==> src/rtl/mag_arb_pkg.sv <==
// Shared types and helpers for the magnitude-engine arbiter and its tag FIFO.
package mag_arb_pkg;

    typedef enum logic {
        ST_IDLE = 1'b0,
        ST_PASS = 1'b1
    } arb_state_e;

    localparam int unsigned MAX_CH = 16;
    localparam int unsigned CH_W   = 4;

    function automatic int unsigned clog2(input int unsigned value);
        int unsigned result;
        result = 0;
        for (int unsigned i = 0; i < 31; i++) begin
            if ((32'd1 << i) < value) result = i + 1;
        end
        return result;
    endfunction

    // First requester strictly after last, wrapping modulo num_ch; last itself is checked last.
    function automatic logic [CH_W-1:0] rr_pick(input logic [MAX_CH-1:0] req,
                                                input logic [CH_W-1:0] last,
                                                input int unsigned num_ch);
        logic [CH_W-1:0] pick;
        logic            found;
        int unsigned     idx;
        pick  = last;
        found = 1'b0;
        for (int unsigned k = 1; k <= MAX_CH; k++) begin
            idx = (32'(last) + k) % num_ch;
            if (k <= num_ch && !found && req[idx[CH_W-1:0]]) begin
                pick  = idx[CH_W-1:0];
                found = 1'b1;
            end
        end
        return pick;
    endfunction

endpackage

==> src/rtl/mag_arb_tag_fifo.sv <==
// In-order FIFO of granted channel numbers; the head steers engine results to their lane.
module mag_arb_tag_fifo
    import mag_arb_pkg::*;
#(
    parameter int unsigned WIDTH = 2,
    parameter int unsigned DEPTH = 8
) (
    input  logic             clk,
    input  logic             reset_n,
    input  logic             clear,
    input  logic             push,
    input  logic [WIDTH-1:0] din,
    input  logic             pop,
    output logic [WIDTH-1:0] head,
    output logic             full,
    output logic             empty
);

    localparam int unsigned AW = clog2(DEPTH);

    logic [WIDTH-1:0] mem_q [DEPTH];
    logic [AW-1:0]    wr_q, rd_q;
    logic [AW:0]      count_q;
    logic             do_push, do_pop;

    assign full    = (count_q == (AW+1)'(DEPTH));
    assign empty   = (count_q == '0);
    assign do_push = push && !full;
    assign do_pop  = pop && !empty;
    assign head    = mem_q[rd_q];

    always_ff @(posedge clk) begin
        if (do_push) mem_q[wr_q] <= din;
    end

    always_ff @(posedge clk or negedge reset_n) begin
        if (!reset_n) begin
            wr_q    <= '0;
            rd_q    <= '0;
            count_q <= '0;
        end else if (clear) begin
            wr_q    <= '0;
            rd_q    <= '0;
            count_q <= '0;
        end else begin
            if (do_push) wr_q <= wr_q + 1'b1;
            if (do_pop)  rd_q <= rd_q + 1'b1;
            if (do_push && !do_pop)      count_q <= count_q + 1'b1;
            else if (!do_push && do_pop) count_q <= count_q - 1'b1;
        end
    end

endmodule

==> src/rtl/mag_approx_arbiter.sv <==
// Packet-granular round-robin share of one magnitude engine between NUM_CH complex streams.
module mag_approx_arbiter
    import mag_arb_pkg::*;
#(
    parameter int unsigned NUM_CH    = 4,
    parameter int unsigned WIDTH     = 16,
    parameter int unsigned TAG_DEPTH = 8
) (
    input  logic                          clk,
    input  logic                          reset_n,
    input  logic                          clear,
    input  logic [NUM_CH*2*WIDTH-1:0]     i_tdata,
    input  logic [NUM_CH-1:0]             i_tlast,
    input  logic [NUM_CH-1:0]             i_tvalid,
    output logic [NUM_CH-1:0]             i_tready,
    output logic [NUM_CH*WIDTH-1:0]       o_tdata,
    output logic [NUM_CH-1:0]             o_tlast,
    output logic [NUM_CH-1:0]             o_tvalid,
    input  logic [NUM_CH-1:0]             o_tready,
    output logic [2*WIDTH-1:0]            eng_i_tdata,
    output logic                          eng_i_tlast,
    output logic                          eng_i_tvalid,
    input  logic                          eng_i_tready,
    input  logic [WIDTH-1:0]              eng_o_tdata,
    input  logic                          eng_o_tlast,
    input  logic                          eng_o_tvalid,
    output logic                          eng_o_tready,
    output logic [clog2(NUM_CH)-1:0]      grant,
    output logic                          busy
);

    localparam int unsigned GW = clog2(NUM_CH);
    localparam int unsigned DW = 2 * WIDTH;

    arb_state_e    state_q, state_d;
    logic [GW-1:0] grant_q, grant_d;
    logic [GW-1:0] last_q, last_d;
    logic          fifo_push, fifo_pop, fifo_full, fifo_empty;
    logic [GW-1:0] head;

    always_ff @(posedge clk or negedge reset_n) begin
        if (!reset_n) begin
            state_q <= ST_IDLE;
            grant_q <= '0;
            last_q  <= GW'(NUM_CH - 1);
        end else if (clear) begin
            state_q <= ST_IDLE;
            grant_q <= '0;
            last_q  <= GW'(NUM_CH - 1);
        end else begin
            state_q <= state_d;
            grant_q <= grant_d;
            last_q  <= last_d;
        end
    end

    always_comb begin
        state_d      = state_q;
        grant_d      = grant_q;
        last_d       = last_q;
        fifo_push    = 1'b0;
        i_tready     = '0;
        eng_i_tdata  = '0;
        eng_i_tlast  = 1'b0;
        eng_i_tvalid = 1'b0;
        unique case (state_q)
            ST_IDLE: begin
                if (|i_tvalid && !fifo_full) begin
                    grant_d   = GW'(rr_pick(MAX_CH'(i_tvalid), CH_W'(last_q), NUM_CH));
                    last_d    = grant_d;
                    fifo_push = 1'b1;
                    state_d   = ST_PASS;
                end
            end
            ST_PASS: begin
                for (int unsigned c = 0; c < NUM_CH; c++) begin
                    if (grant_q == GW'(c)) begin
                        eng_i_tdata  = i_tdata[c*DW +: DW];
                        eng_i_tlast  = i_tlast[c];
                        eng_i_tvalid = i_tvalid[c];
                        i_tready[c]  = eng_i_tready;
                    end
                end
                if (eng_i_tvalid && eng_i_tready && eng_i_tlast) state_d = ST_IDLE;
            end
            default: state_d = ST_IDLE;
        endcase
    end

    // Results are steered purely by the oldest outstanding tag; nothing flows with an empty FIFO.
    always_comb begin
        o_tvalid     = '0;
        o_tlast      = '0;
        eng_o_tready = 1'b0;
        for (int unsigned c = 0; c < NUM_CH; c++) begin
            if (!fifo_empty && head == GW'(c)) begin
                o_tvalid[c]  = eng_o_tvalid;
                o_tlast[c]   = eng_o_tlast;
                eng_o_tready = o_tready[c];
            end
        end
    end

    assign fifo_pop = eng_o_tvalid && eng_o_tready && eng_o_tlast;
    assign o_tdata  = {NUM_CH{eng_o_tdata}};
    assign grant    = grant_q;
    assign busy     = (state_q == ST_PASS);

    mag_arb_tag_fifo #(
        .WIDTH (GW),
        .DEPTH (TAG_DEPTH)
    ) u_tag_fifo (
        .clk     (clk),
        .reset_n (reset_n),
        .clear   (clear),
        .push    (fifo_push),
        .din     (grant_d),
        .pop     (fifo_pop),
        .head    (head),
        .full    (fifo_full),
        .empty   (fifo_empty)
    );

endmodule

==> config.mk <==
export PLATFORM = sky130hd
export DESIGN_NAME = mag_approx_arbiter
export DESIGN_NICKNAME = d
export VERILOG_FILES = /design/src/rtl/mag_arb_pkg.sv /design/src/rtl/mag_arb_tag_fifo.sv /design/src/rtl/mag_approx_arbiter.sv
export SDC_FILE = /design/constraint.sdc
export NUM_CORES = 1
export LEC_CHECK = 0
export BUFFER_PORTS_ARGS = -buffer_cell sky130_fd_sc_hd__buf_2
export CORE_MARGIN = 10
export CORE_UTILIZATION = 40
export CTS_BUF_LIST = sky130_fd_sc_hd__clkbuf_4
export CTS_CLUSTER_SIZE = 28
export DETAILED_ROUTE_END_ITERATION = 8
export PLACE_DENSITY = 0.86
export REMOVE_ABC_BUFFERS = 1
export SYNTH_ARGS = -nofsm -noshare
export SYNTH_HDL_FRONTEND = slang
export SYNTH_SLANG_ARGS = --single-unit
==> constraint.sdc <==
create_clock -name clk -period 5.3 [get_ports clk]
set_clock_uncertainty 0.1 [all_clocks]
set_input_delay 1.06 -clock clk [delete_from_list [all_inputs] [get_ports clk]]
set_output_delay 1.06 -clock clk [all_outputs]
set_load 0.005 [all_outputs]
**After elaboration in Yosys (flattened, before gate mapping)**

Memories as Yosys holds them, arrays and structs flattened.
Index checks and enable logic that the tools add are counted.

- Register bits: 15
- Bits in latches: 0
- Bits in writable memories: 16
- Bits in read-only memories: 0
- Output and inout port bits: 114
- Memories: 1

- $add $sub $neg: 8
- Multipliers: 0
- Divide/modulo/power cells: 0
- Order comparisons: 4
- Equal/unequal tests: 8
- Shift-type cells: 0
- Mux-type cells: 75
- Bitwise operators: 1
- Reduce and logical (&&, ||, !) cells: 32

Memory list:

| memory | words | bits a word | read ports | clocked after memory_dff | write ports | RTL line | RTL |
|---|---|---|---|---|---|---|---|
| u_tag_fifo.mem_q | 8 | 2 | 1 | 0 | 1 | mag_arb_tag_fifo.sv:21 | `logic [WIDTH-1:0] mem_q [DEPTH];` |

Operators by type and width:

| operator | number |
|---|---|
| 32-bit two-way mux | 5 |
| 1-bit two-way mux | 47 |
| 2-bit by 5-bit < comparator with 1-bit output, second input constant | 4 |
| 2-bit two-way mux | 10 |
| 1-bit logical AND | 16 |
| 4-bit two-way mux | 4 |
| 3-bit two-way mux | 4 |
| 1-bit binary-select mux with 2-bit select | 4 |
| 2-bit == test, second input constant | 4 |
| 1-bit logical NOT | 7 |
| 3-bit by 1-bit adder with 3-bit output, second input constant | 2 |
| 2-bit nonzero test | 3 |
| 2-bit by 1-bit adder with 2-bit output, second input constant | 2 |
| 2-bit adder, second input constant | 2 |
| 4-bit by 1-bit adder with 4-bit output, second input constant | 1 |
| 2-bit by 1-bit == test with 1-bit output, second input constant | 2 |
| 4-bit == test, second input constant | 1 |
| 2-bit logical NOT | 2 |
| 4-bit logical NOT | 1 |
| 4-bit OR reduction | 1 |
| 4-bit by 1-bit subtractor with 4-bit output, second input constant | 1 |
| 3-bit nonzero test | 1 |
| 2-bit != test, second input constant | 1 |
| 1-bit case mux with 2 select lines | 1 |
| 2 further kinds | 2 |

**Longest topological paths before layout**

Gate-level depths: netlist of run 1.

- Depth in word-level cells: 22
- Mapped depth: 12

**Modules after synthesis**

A second synthesis of run 1 with hierarchy kept.

- Cells, all modules: 311
- Area, all modules: 3,324.4 um^2

By module, submodules not included:

| module | instances | cells each | area each (um^2) | seq. area each (um^2) |
|---|---|---|---|---|
| mag_approx_arbiter | 1 | 207 | 1,986.9 | 127.6 |
| mag_arb_tag_fifo | 1 | 104 | 1,337.5 | 730.7 |

**Worst setup path before layout of run 1**

No wires, ideal clock.

- Path type: input to register
- Start point: input port i_tvalid[0]
- End point: register u_tag_fifo.count_q[3]
- Setup time: 123 ps
- Data arrival time: 3,205 ps
- Slack: 1,872 ps
- Stages on the path: 10
- Cells stage by stage: nor2_1 -> a221oi_1 -> clkbuf_1 -> o21ai_0 -> ha_1 -> a21o_1 -> a21oi_1 -> a21oi_1 -> o211ai_1 -> nand2_1

- Longest elaborated chain between the ends: 8
- Elaborated cells on any way between the ends: 11
- Classes of those cells: mux (4); reduce/logical (7)

RTL lines:

| item | RTL line | RTL |
|---|---|---|
| from (decl) | mag_approx_arbiter.sv:14 | `input logic [NUM_CH-1:0] i_tvalid,` |
| 4-bit OR reduction (*) | mag_approx_arbiter.sv:68 | `if (\|i_tvalid && !fifo_full) begin` |
| 1-bit logical AND (*) | mag_approx_arbiter.sv:68 |  |
| 1-bit two-way mux (*) | mag_approx_arbiter.sv:68 |  |
| 1-bit two-way mux (*) | mag_approx_arbiter.sv:66 | `unique case (state_q)` |
| 1-bit logical AND (*) | mag_arb_tag_fifo.sv:28 | `assign do_push = push && !full;` |
| 1-bit logical AND or 1-bit logical NOT (tied branches) | mag_arb_tag_fifo.sv:48, mag_arb_tag_fifo.sv:49 |  |
| 4-bit two-way mux or 1-bit logical AND (tied branches) | mag_arb_tag_fifo.sv:48, mag_arb_tag_fifo.sv:49 |  |
| 4-bit two-way mux or 3-bit nonzero test (tied branches) | n/a |  |
| to (signal assigned) | mag_arb_tag_fifo.sv:48 | `if (do_push && !do_pop) count_q <= count_q + 1'b1;` |
| to (signal assigned) | mag_arb_tag_fifo.sv:49 | `else if (!do_push && do_pop) count_q <= count_q - 1'b1;` |
| to (decl) | mag_arb_tag_fifo.sv:23 | `logic [AW:0] count_q;` |

Mark *: on every way between the ends. The rest lies on a longest branch, timed or not.
A chain may end at the register's enable or synchronous reset.

**Final worst setup path of run 1**

- Start point: register u_tag_fifo.rd_q[0]
- End point: output port eng_o_tready

- Longest elaborated chain between the ends: 7
- Elaborated cells on any way between the ends: 13
- Classes of those cells: eq/ne (3); mux (4); reduce/logical (5); memory (1)

RTL lines:

| item | RTL line | RTL |
|---|---|---|
| from (decl) | mag_arb_tag_fifo.sv:22 | `logic [AW-1:0] wr_q, rd_q;` |
| from (signal assigned) | mag_arb_tag_fifo.sv:47 | `if (do_pop) rd_q <= rd_q + 1'b1;` |
| memory read 8 x 2 bit (*) | n/a |  |
| 2-bit logical NOT | mag_approx_arbiter.sv:96 | `if (!fifo_empty && head == GW'(c)) begin` |
| 1-bit logical AND | mag_approx_arbiter.sv:96 |  |
| 1-bit two-way mux (3 in a row) | mag_approx_arbiter.sv:96 |  |
| 1-bit two-way mux (*) | mag_approx_arbiter.sv:96 |  |
| to (decl) | mag_approx_arbiter.sv:27 | `output logic eng_o_tready,` |

Marks and branches as above.

==> metrics.yaml, run 1 <==
sta:
  layout_min_cycle_time_ns: 3.720
  hold_viol: 0
  max_freq_ghz: 0.2688
  relSlewSlack_pct: 32.88
  rsz0062_at_grt: "false"
  setup-tns-final_ns: 0
  finalSetupViolCount: 0
  post-route-period-util_pct: 70.20
  hold_slack_ns: 0.4933
  final_max_slew_viol_count: 0
  worstMarginPinSlew_ns: 1.007
power:
  swShare_pct: 40.77
  power_density_mw_per_mm2: 335.4
  total_power_mw: 1.353
  p_switching_mw: 0.5516
  internal_power_mw: 0.8012
  p_comb_share_pct: 57.6
  power_leakage_nw: 1.879
  p_clk_share_pct: 13.3
  p_seq_share_pct: 29.1
  vdd_drop_max_mv: 0.1448
floorplanning:
  num_io_pins: 276
  die_area_sq_mm: 0.01256
  die_y_microns: 112.1
  die-width_microns: 112.1
  coreArea_sq_mm: 0.008217
  start_util_pct: 41.25
  rows: 33
worst_hold_path:
  min-delay-start: "last_q[0]"
  worstHoldPathCells: 2
  hp-class: "reg -> reg"
  hold_end: "last_q[0]"
clocking:
  clk_latency_ns: 0.32
  cts_sinks: 31
  cts_setup_buffers: 0
  path_clk_slew_ns: 0.10
  cts_root_buf: "clkbuf_4"
  htreeDepth: 2
  cts_tree: "built"
  cts_resized: 0
  numCtsBuffers: 5
  postCtsHoldBufs: 0
  clock_path_buffers: 2
drt:
  dr.pass1.iters: 4
  drt-wirelength-per-cell_microns: 25.51
  ant_nets: 0
  dr_wl_met3_mm: 2.270
  drt_iter0_markers: 223
  viasPerCell: 5.587
  m1WireLength_mm: 3.961
  vias: 3162
  top_layer: "met5"
  drc: 0
  dr_wl_met2_mm: 7.734
  routed_wl_mm: 14.44
worst_setup_path:
  critPathMaxFanout: 11
  r2r_end: "u_tag_fifo.count_q[2]"
  max_stage_delay_ns: 0.62
  r2r_cells: 10
  r2r-start: "u_tag_fifo.rd_q[0]"
  worst-setup-path-type: "reg -> out"
  cp-start-kind: "flop"
  endpoint_kind: "output port"
  crit_required_ns: 4.14
  crit_chain: "mux4_1 -> mux2i_1 -> mux4_2 -> nor2_1 -> buf_2"
  arrival_ns: 2.56
  r2r_slack_ns: 1.65
  cpMaxStageDelayCell: "mux4_1"
status:
  status: "finished clean"
final_layout:
  drive_above_1_share_pct: 54.17
  syn2layout_area_growth_pct: 19.01
  nets: 622
  final_common_cell: "buf_2"
  mostFrequentLayoutCells: "buf_2 (195), mux4_2 (36), and2_1 (34)"
  num-fill-cells: 749
synthesis:
  synth_area_per_cell_sq_um: 10.12
  synth_warnings: 0
  synthCells: 335
  seq_area_frac_synth_pct: 25.32
  netlist_top_cells_area: "mux4_2 (24%), buf_4 (14%), edfxtp_1 (14%), dfrtp_1 (9.6%), and2_1 (6.3%)"
  synth_edf_count: 16
  yosysTopAreaCell: "mux4_2"
  synth_top_area_share_pct: 23.92
  synth_cell_type_count: 45
  async_reset_ff_share_pct: 48.39
  syn_area_sq_mm: 0.003390
  ys_ff_latch: 31
  ys.flop_type: "edfxtp_1"
placed_design:
  place.gp.congestion: 0.9510
  dp_hpwl_mm: 12.40
  numPortBuffers: 195
grt:
  grt_max_degree: 41
  grtUsageTotal_pct: 21.73
  grt_pass1_wl_mm: 21.09
  first_global_vias: 3435
  grt_overflow: 0
  antenna_found_initial: 5
flow_run:
  max_cap_violations: 0
## stage by stage
step / util [%] / instances / setup slack [ns] / instance area [sq um]
6_report: 49.09 / 566 / 1.580 / 4034
5_1_grt: 49.00 / 563 / 1.445 / 4026
4_1_cts: 48.94 / 561 / 1.573 / 4021
3_5_place_dp: 48.01 / 553 / 1.692 / 3945
3_3_place_gp: 48.01 / 553 / 1.916 / 3945
2_1_floorplan: - / 250 / 1.468 / 2814
## critical path: cells and delay by family (launching register included)
| family | cells | cell delay (ns) |
|---|---|---|
| multiplexers | 3 | 1.43 |
| flip-flops | 1 | 0.58 |
| buffers and inverters | 1 | 0.12 |
| AND/OR/NAND/NOR | 1 | 0.11 |
## cell usage after synthesis, drive strengths merged (2+ instances only)
master  instances
a21o            2
a21oi          10
a22oi           2
and2           34
buf            70
clkbuf         15
dfrtp          13
dfstp           2
edfxtp         16
ha              4
inv            10
mux2i           6
mux4           39
nand2          17
nand2b          6
nand3           4
nand4           2
nor2           28
nor2b           4
nor3           10
nor3b           3
nor4            4
nor4b           2
o211ai          5
o21ai           6
o21bai          2
o22ai           4
or4             2
xor2            2
## worst max-delay path by stage
stage                                  start               endpoint  slack, ns  depth (start not counted)
after global routing      u_tag_fifo.rd_q[0]  u_tag_fifo.count_q[2]       1.44                         10
final                     u_tag_fifo.rd_q[0]           eng_o_tready       1.58                          5
after CTS                 u_tag_fifo.rd_q[0]           eng_o_tready       1.57                          5
after global placement    u_tag_fifo.rd_q[0]  u_tag_fifo.count_q[2]       1.92                         10
after floorplan                  i_tvalid[0]  u_tag_fifo.count_q[3]       1.47                          9
after detailed placement  u_tag_fifo.rd_q[0]  u_tag_fifo.count_q[2]       1.69                         10
## area by class of cell
| class | instances | area (sq um) | share of cell area, % |
|---|---|---|---|
| antenna | 5 | 12.51 | 0.3102 |
| tap | 105 | 131.4 | 3.257 |
| sequential | 31 | 859.6 | 21.31 |
| clock buffer | 5 | 37.54 | 0.9305 |
| inverter | 10 | 37.54 | 0.9305 |
| timing repair buffer | 198 | 998.5 | 24.75 |
| clock inverter | 3 | 38.79 | 0.9615 |
| multi-input combinational | 209 | 1918 | 47.55 |
## per-layer routing
| layer | up-vias | track usage [%] |
|---|---|---|
| met5 | - | 0 |
| met4 | 2 | 7.614 |
| met3 | 31 | 13.79 |
| met2 | 276 | 40.25 |
| met1 | 1443 | 18.34 |
| li1 | 1410 | - |
## cells by family (layout without fill, tap and decap cells)
group	count (synthesis)	count (layout)	synth area share [%]
flip-flops	31	31	25.32
AND/OR/NAND/NOR	119	119	18.60
buffers and inverters	95	216	18.09
XOR/XNOR	3	3	0.7753
adder cells (fa/ha/maj)	5	5	2.067
other	0	5	0
AO/OA/AOI/OAI	36	36	6.792
multiplexers	46	46	28.35
## flip-flops by register name, indices dropped and copies added (netlist names)
register            cells
u_tag_fifo.count_q      4
last_q                  2
u_tag_fifo.wr_q         3
grant                   2
u_tag_fifo.mem_q       16
busy                    1
u_tag_fifo.rd_q         3
## power by group through the flow
stage                     combinational [mW]  clock [mW]  sequential, mW
after floorplan                        0.473           0           0.415
after global placement                 0.746           0           0.394
after detailed placement               0.782           0           0.399
after CTS                              0.784       0.183           0.393
after global routing                   0.856       0.196           0.405
final                                  0.779       0.181           0.393
Power figures use the tool's default switching activity.
==> inputs of run 2 (changes only) <==
--- a/config.mk
+++ b/config.mk
@@ -7,11 +7,11 @@
 export LEC_CHECK = 0
 export BUFFER_PORTS_ARGS = -buffer_cell sky130_fd_sc_hd__buf_2
 export CORE_MARGIN = 10
-export CORE_UTILIZATION = 40
+export CORE_UTILIZATION = 37
 export CTS_BUF_LIST = sky130_fd_sc_hd__clkbuf_4
 export CTS_CLUSTER_SIZE = 28
 export DETAILED_ROUTE_END_ITERATION = 8
-export PLACE_DENSITY = 0.86
+export PLACE_DENSITY = 0.84
 export REMOVE_ABC_BUFFERS = 1
 export SYNTH_ARGS = -nofsm -noshare
 export SYNTH_HDL_FRONTEND = slang
==> constraint.sdc (replaced) <==
create_clock -name clk -period 3.4 [get_ports clk]
set_clock_uncertainty 0.1 [all_clocks]
set_input_delay 0.68 -clock clk [delete_from_list [all_inputs] [get_ports clk]]
set_output_delay 0.68 -clock clk [all_outputs]
set_load 0.005 [all_outputs]
==> run 2 against run 1 <==
  * Non-clock buffer count increased by 4
  * Largest cell class unchanged
  * First-iteration DRC count decreased by 0.90%
  * Critical path type unchanged
  * Combinational power increased by 64%
  * Largest power group unchanged
==> metrics.yaml, run 2 (synthesized netlist as in run 1, its figures left out) <==
sta:
  rsz0062_at_grt: "false"
  post-route-period-util_pct: 94.13
  worstMarginPinSlew_ns: 0.5783
  hold_viol: 0
  relSlewSlack_pct: 61.44
  setup-tns-final_ns: 0
  final_max_slew_viol_count: 0
  max_freq_ghz: 0.3124
  finalSetupViolCount: 0
  setup_slack_ns: 0.1994
  layout_min_cycle_time_ns: 3.201
final_layout:
  regMostFlops: "u_tag_fifo.mem_q"
  final_common_cell: "buf_2"
  num-fill-cells: 830
  nets: 626
  largest_register_ff_count: 16
  biggestRegsByFlops: "u_tag_fifo.mem_q x16, u_tag_fifo.count_q x4"
  final_area_sq_mm: 0.004053
  syn2layout_area_growth_pct: 19.56
  mostFrequentLayoutCells: "buf_2 (195), mux4_2 (36), and2_1 (34)"
  drive_above_1_share_pct: 54.57
drt:
  ant_nets: 0
  drc: 0
  viasPerCell: 5.557
  routed_wl_mm: 14.58
  drt-wirelength-per-cell_microns: 25.54
  drt_iter0_markers: 221
  vias: 3173
  dr.pass1.iters: 6
power:
  total_power_mw: 2.088
  power_leakage_nw: 1.883
  p_clk_share_pct: 9.8
  swShare_pct: 41.86
  p_switching_mw: 0.8742
  internal_power_mw: 1.214
  p_seq_share_pct: 29.0
  p_comb_share_pct: 61.2
  power_density_mw_per_mm2: 515.3
  vdd_drop_max_mv: 0.2138
placed_design:
  dp_slack_ns: 0.02487
  place.gp.congestion: 0.9990
  dp_hpwl_mm: 12.53
  placed_area_sq_mm: 0.003991
  numPortBuffers: 195
worst_setup_path:
  arrival_ns: 2.42
  worst-setup-path-type: "reg -> out"
  max_stage_delay_ns: 0.58
  crit_required_ns: 2.62
  cp-start-kind: "flop"
  cp_top_family: "multiplexers"
  cpMaxStageDelayCell: "mux4_1"
  worstSetupPathDepth: 6
  crit_chain: "mux4_1 -> mux2i_1 -> mux4_2 -> buf_4 -> nor2_1 -> buf_2"
  endpoint_kind: "output port"
  critPathMaxFanout: 10
  r2r_cells: 10
  path_buf_inv: 2
clocking:
  clk_latency_ns: 0.33
  postCtsHoldBufs: 0
  htreeDepth: 2
  clock_path_buffers: 2
  numCtsBuffers: 5
  cts_resized: 0
  path_clk_slew_ns: 0.11
  cts_tree: "built"
  cts_sinks: 31
  cts_root_buf: "clkbuf_4"
  cts_setup_buffers: 0
grt:
  grt_max_degree: 40
  grt_overflow: 0
  antenna_found_initial: 6
  first_global_vias: 3390
  grtUsageTotal_pct: 20.93
  grt_pass1_wl_mm: 20.90
flow_run:
  max_cap_violations: 0
floorplanning:
  die_y_microns: 115.7
  num_io_pins: 276
  start_util_pct: 38.49
  die-width_microns: 115.7
  coreArea_sq_mm: 0.008806
  die_area_sq_mm: 0.01339
  rows: 34
status:
  status: "finished clean"
worst_hold_path:
  hp-class: "in -> async"
## run 2: changes by cell type in the layout (fill, tap and decap cells not counted), sizes merged
cell / change
buf: +4
bufinv: -1
diode: -2
clkinvlp: +1
## run 2: final timing paths
check                                         from                     to  slack [ns]
min in group clk                         last_q[0]              last_q[0]        0.48
worst max-delay path            u_tag_fifo.rd_q[0]           eng_o_tready        0.20
worst min register to register           last_q[0]              last_q[0]        0.48
worst min-delay path                       reset_n     u_tag_fifo.rd_q[1]        0.15
worst max register to register  u_tag_fifo.rd_q[0]  u_tag_fifo.count_q[2]        0.21
max in group asynchronous                  reset_n              last_q[1]        2.72
## run 2: area by class of cell
type	instances	area [sq um]	area share, %
multi-input combinational	209	1918	47.33
inverter	10	37.54	0.9262
timing repair buffer	202	1041	25.69
sequential	31	860.8	21.24
tap	108	135.1	3.334
clock buffer	5	37.54	0.9262
antenna	3	7.507	0.1852
clock inverter	3	15.01	0.3705
## run 2: routing by layer
layer	global-route usage [%]	share of wire, %	routed length, microns	vias up
met2	40.43	55	7993	235
met1	19.36	30	4372	1510
met4	3.670	0.83	121	6
met3	10.70	14	2058	14
li1	-	-	-	1408
met5	0	0.25	36	-
## run 2: worst reg2reg max path, stage by stage (launching register included)
cell and delay [ns]:
dfrtp_2 0.49, mux4_1 0.58, mux2i_1 0.25, mux4_2 0.36
o21ai_1 0.25, inv_1 0.10, fa_1 0.44, xor2_1 0.17
nor2_1 0.13, nand4_1 0.12, nand4_1 0.13
## run 2: metrics by stage
| step | hold WS [ns] | cells | utilization [%] |
|---|---|---|---|
| finish | 0.1512 | 571 | 46.02 |
| global route | 0.1540 | 570 | 45.99 |
| CTS | 0.1477 | 568 | 45.92 |
| detailed placement | 0.4644 | 560 | 45.33 |
| global placement | 0.4501 | 560 | 45.33 |
| floorplan | 0.2844 | 250 | - |
## run 2: power groups by stage
stage          clock network (mW)  registers (mW)  logic (mW)
2_1_floorplan                   0           0.647       0.738
3_3_place_gp                    0           0.605        1.23
3_5_place_dp                    0           0.611        1.28
4_1_cts                     0.210           0.605        1.28
5_1_grt                     0.222           0.625        1.41
6_report                    0.204           0.606        1.28
==> inputs of run 3 (changes only) <==
--- a/config.mk
+++ b/config.mk
@@ -5,13 +5,14 @@
 export SDC_FILE = /design/constraint.sdc
 export NUM_CORES = 1
 export LEC_CHECK = 0
+export ABC_AREA = 1
 export BUFFER_PORTS_ARGS = -buffer_cell sky130_fd_sc_hd__buf_2
 export CORE_MARGIN = 10
 export CORE_UTILIZATION = 37
 export CTS_BUF_LIST = sky130_fd_sc_hd__clkbuf_4
-export CTS_CLUSTER_SIZE = 28
+export CTS_CLUSTER_SIZE = 12
 export DETAILED_ROUTE_END_ITERATION = 8
-export PLACE_DENSITY = 0.84
+export PLACE_DENSITY = 0.83
 export REMOVE_ABC_BUFFERS = 1
 export SYNTH_ARGS = -nofsm -noshare
 export SYNTH_HDL_FRONTEND = slang
==> run 3 against run 2 <==
  * Die area increased by 1.8%
  * Worst hold slack improved by 0.0093 ns
  * Synthesized cell count rose by 59%
  * Clock power up 35%
  * Largest power group unchanged
  * Register-to-register slack better by 0.49 ns
  * Synthesized area up 2.2%
  * Largest cell class unchanged
  * Critical endpoint is now eng_i_tdata[4]
  * Combinational power rose by 31%
==> metrics.yaml, run 3 <==
status:
  status: "finished clean"
worst_setup_path:
  crit_required_ns: 2.62
  worst-setup-path-type: "reg -> out"
  arrival_ns: 2.31
  max_stage_delay_ns: 0.78
  cp_top_family: "flip-flops"
  critPathMaxFanout: 24
  cpMaxStageDelayCell: "dfrtp_1"
  endpoint_kind: "output port"
  crit_chain: "inv_2 -> nor2_1 -> buf_4 -> nand2_1 -> nand3_1 -> o211ai_1 -> inv_1 -> buf_2"
  cp-start-kind: "flop"
  r2r_cells: 19
  worstSetupPathDepth: 8
  r2r_slack_ns: 0.70
  path_buf_inv: 4
power:
  p_seq_share_pct: 25.5
  p_clk_share_pct: 10.5
  power_leakage_nw: 2.293
  power_density_mw_per_mm2: 633.5
  total_power_mw: 2.623
  internal_power_mw: 1.347
  swShare_pct: 48.64
  p_switching_mw: 1.276
  vdd_drop_max_mv: 0.2378
  p_comb_share_pct: 64.0
sta:
  setup-tns-final_ns: 0
  layout_min_cycle_time_ns: 3.087
  worstMarginPinSlew_ns: 0.6793
  post-route-period-util_pct: 90.80
  max_freq_ghz: 0.3239
  hold_viol: 0
  finalSetupViolCount: 0
  rsz0062_at_grt: "false"
  final_max_slew_viol_count: 0
  relSlewSlack_pct: 54.71
floorplanning:
  die_area_sq_mm: 0.01363
  num_io_pins: 276
  coreArea_sq_mm: 0.009196
  rows: 35
  die_y_microns: 116.8
  start_util_pct: 37.66
  die-width_microns: 116.8
clocking:
  postCtsHoldBufs: 0
  htreeDepth: 2
  cts_root_buf: "clkbuf_4"
  clk_latency_ns: 0.32
  cts_resized: 0
  path_clk_slew_ns: 0.10
  cts_tree: "built"
  clock_path_buffers: 2
  cts_sinks: 31
  cts_setup_buffers: 0
  numCtsBuffers: 5
synthesis:
  async_reset_ff_share_pct: 48.39
  synth_compound_area_share_pct: 18.17
  synth.most_common_cell: "nand2_1"
  synthMuxAreaShare_pct: 0
  synth_top_area_share_pct: 13.87
  synth_xor_area_share_pct: 0.5058
  netlist_top_cells_area: "buf_4 (14%), edfxtp_1 (14%), nand2_1 (14%), dfrtp_1 (9.4%), nor2_1 (6.4%)"
  synthCells: 533
  synthSimpleGateAreaFrac_pct: 30.64
  ys.flop_type: "edfxtp_1"
  synth_top_family_by_area: "simple AND/OR/NAND/NOR gates"
  seq_area_frac_synth_pct: 24.78
  synth_warnings: 0
  synth_cell_type_count: 43
  synth_area_per_cell_sq_um: 6.498
  synth_edf_count: 16
  ys_top_cells_by_count: "nand2_1 (127), buf_4 (64), nor2_1 (59), inv_1 (50), nand3_1 (35)"
  syn_area_sq_mm: 0.003463
  synthAdderAreaFrac_pct: 2.023
  ys_ff_latch: 31
  yosysTopAreaCell: "buf_4"
final_layout:
  num-fill-cells: 966
  regMostFlops: "u_tag_fifo.mem_q"
  syn2layout_area_growth_pct: 19.54
  nets: 824
  biggestRegsByFlops: "u_tag_fifo.mem_q x16, u_tag_fifo.count_q x4"
  drive_above_1_share_pct: 36.63
  largest_register_ff_count: 16
  mostFrequentLayoutCells: "buf_2 (195), nand2_1 (127), nor2_1 (59)"
  final_common_cell: "buf_2"
flow_run:
  max_cap_violations: 0
drt:
  drt_iter0_markers: 274
  routed_wl_mm: 13.60
  vias: 3890
  ant_nets: 0
  viasPerCell: 5.045
  drc: 0
  drt-wirelength-per-cell_microns: 17.64
  dr.pass1.iters: 4
grt:
  grt_max_degree: 30
  first_global_vias: 3899
  grtUsageTotal_pct: 18.98
  grt_pass1_wl_mm: 20.24
  grt_overflow: 0
  antenna_found_initial: 2
worst_hold_path:
  hp-class: "in -> async"
placed_design:
  numPortBuffers: 195
  dp_hpwl_mm: 11.54
  place.gp.congestion: 0.9468
==> run 3: cell types whose count changed in the layout (fill, tap and decap cells not counted), sizes merged, moves of 13 or more <==
cell    change
a21oi      +14
and2       -34
inv        +55
mux4       -39
nand2     +114
nand3      +35
nor2       +36
o211ai     +13
o21ai      +30
o221ai     +16
==> run 3: final timing paths <==
| path | end | from |
|---|---|---|
| max in group asynchronous | last_q[0] | reset_n |
| min in group clk | u_tag_fifo.count_q[1] | u_tag_fifo.count_q[1] |
| worst min register to register | u_tag_fifo.count_q[1] | u_tag_fifo.count_q[1] |
| worst min-delay path | u_tag_fifo.count_q[1] | reset_n |
| worst max register to register | u_tag_fifo.count_q[3] | u_tag_fifo.rd_q[0] |
| worst max-delay path | eng_i_tdata[4] | grant[0] |
==> run 3: power groups by stage <==
| stage | clock network, mW | registers, mW | logic, mW |
|---|---|---|---|
| 6_report | 0.276 | 0.668 | 1.68 |
| 3_5_place_dp | 0 | 0.675 | 1.68 |
| 4_1_cts | 0.285 | 0.668 | 1.69 |
| 2_1_floorplan | 0 | 0.654 | 1.11 |
| 5_1_grt | 0.303 | 0.686 | 1.90 |
| 3_3_place_gp | 0 | 0.674 | 1.65 |
==> run 3: worst reg2reg max path, stage by stage (launching register included) <==
cell	delay, ns
dfrtp_1	0.60
inv_6	0.09
nand2_1	0.08
nand2_1	0.05
nand2_1	0.08
nand2_1	0.06
nand2_1	0.07
nand2_2	0.08
o21ai_1	0.15
nand3_2	0.14
nand3_4	0.11
nand2_4	0.09
ha_1	0.35
nand2_1	0.07
nand2_1	0.04
a31oi_1	0.20
inv_1	0.07
nand3_1	0.08
nand3_1	0.08
nand2_1	0.06
==> run 3: kinds of logic after synthesis <==
logic type	count (synthesis)
adders and majority gates	5
and+or+nand+nor	242
xor gates and xnor gates	2
AOI/OAI and AO/OA	101
buffers and inverters	152
DFF	31
==> run 3: through the flow <==
step	cells	setup WS, ns	cell area [sq um]	utilization (%)	hold slack (ns)
5_1_grt	771	0.03673	4140	45.02	0.1704
4_1_cts	769	0.2779	4135	44.97	0.1562
6_report	771	0.3127	4140	45.02	0.1605
3_5_place_dp	761	0.6498	4059	44.14	0.4154
2_1_floorplan	449	0.6663	2899	-	0.2844
3_3_place_gp	761	0.6785	4059	44.14	0.4038
==> run 3: area by class of cell <==
cell class	instances	area (sq um)	area share, %
multi-input cells	350	1778	42.94
flip-flops and latches	31	858.3	20.73
inverters	68	262.8	6.346
repair buffers	201	1021	24.66
clock inverters	3	38.79	0.9368
diodes	2	5.005	0.1209
clock buffers	5	37.54	0.9066
well taps	111	138.9	3.354
==> run 3: routing by layer <==
layer  part of all wire, %  GRT usage (%)  wire length (microns)  vias to the layer above
met5                  0.74          5.859                    101                        -
met3                    15          11.45                   2086                       24
met2                    49          33.00                   6695                      268
met4                   2.4          6.260                    320                        2
li1                      -              -                      -                     1946
met1                    32          17.79                   4397                     1650
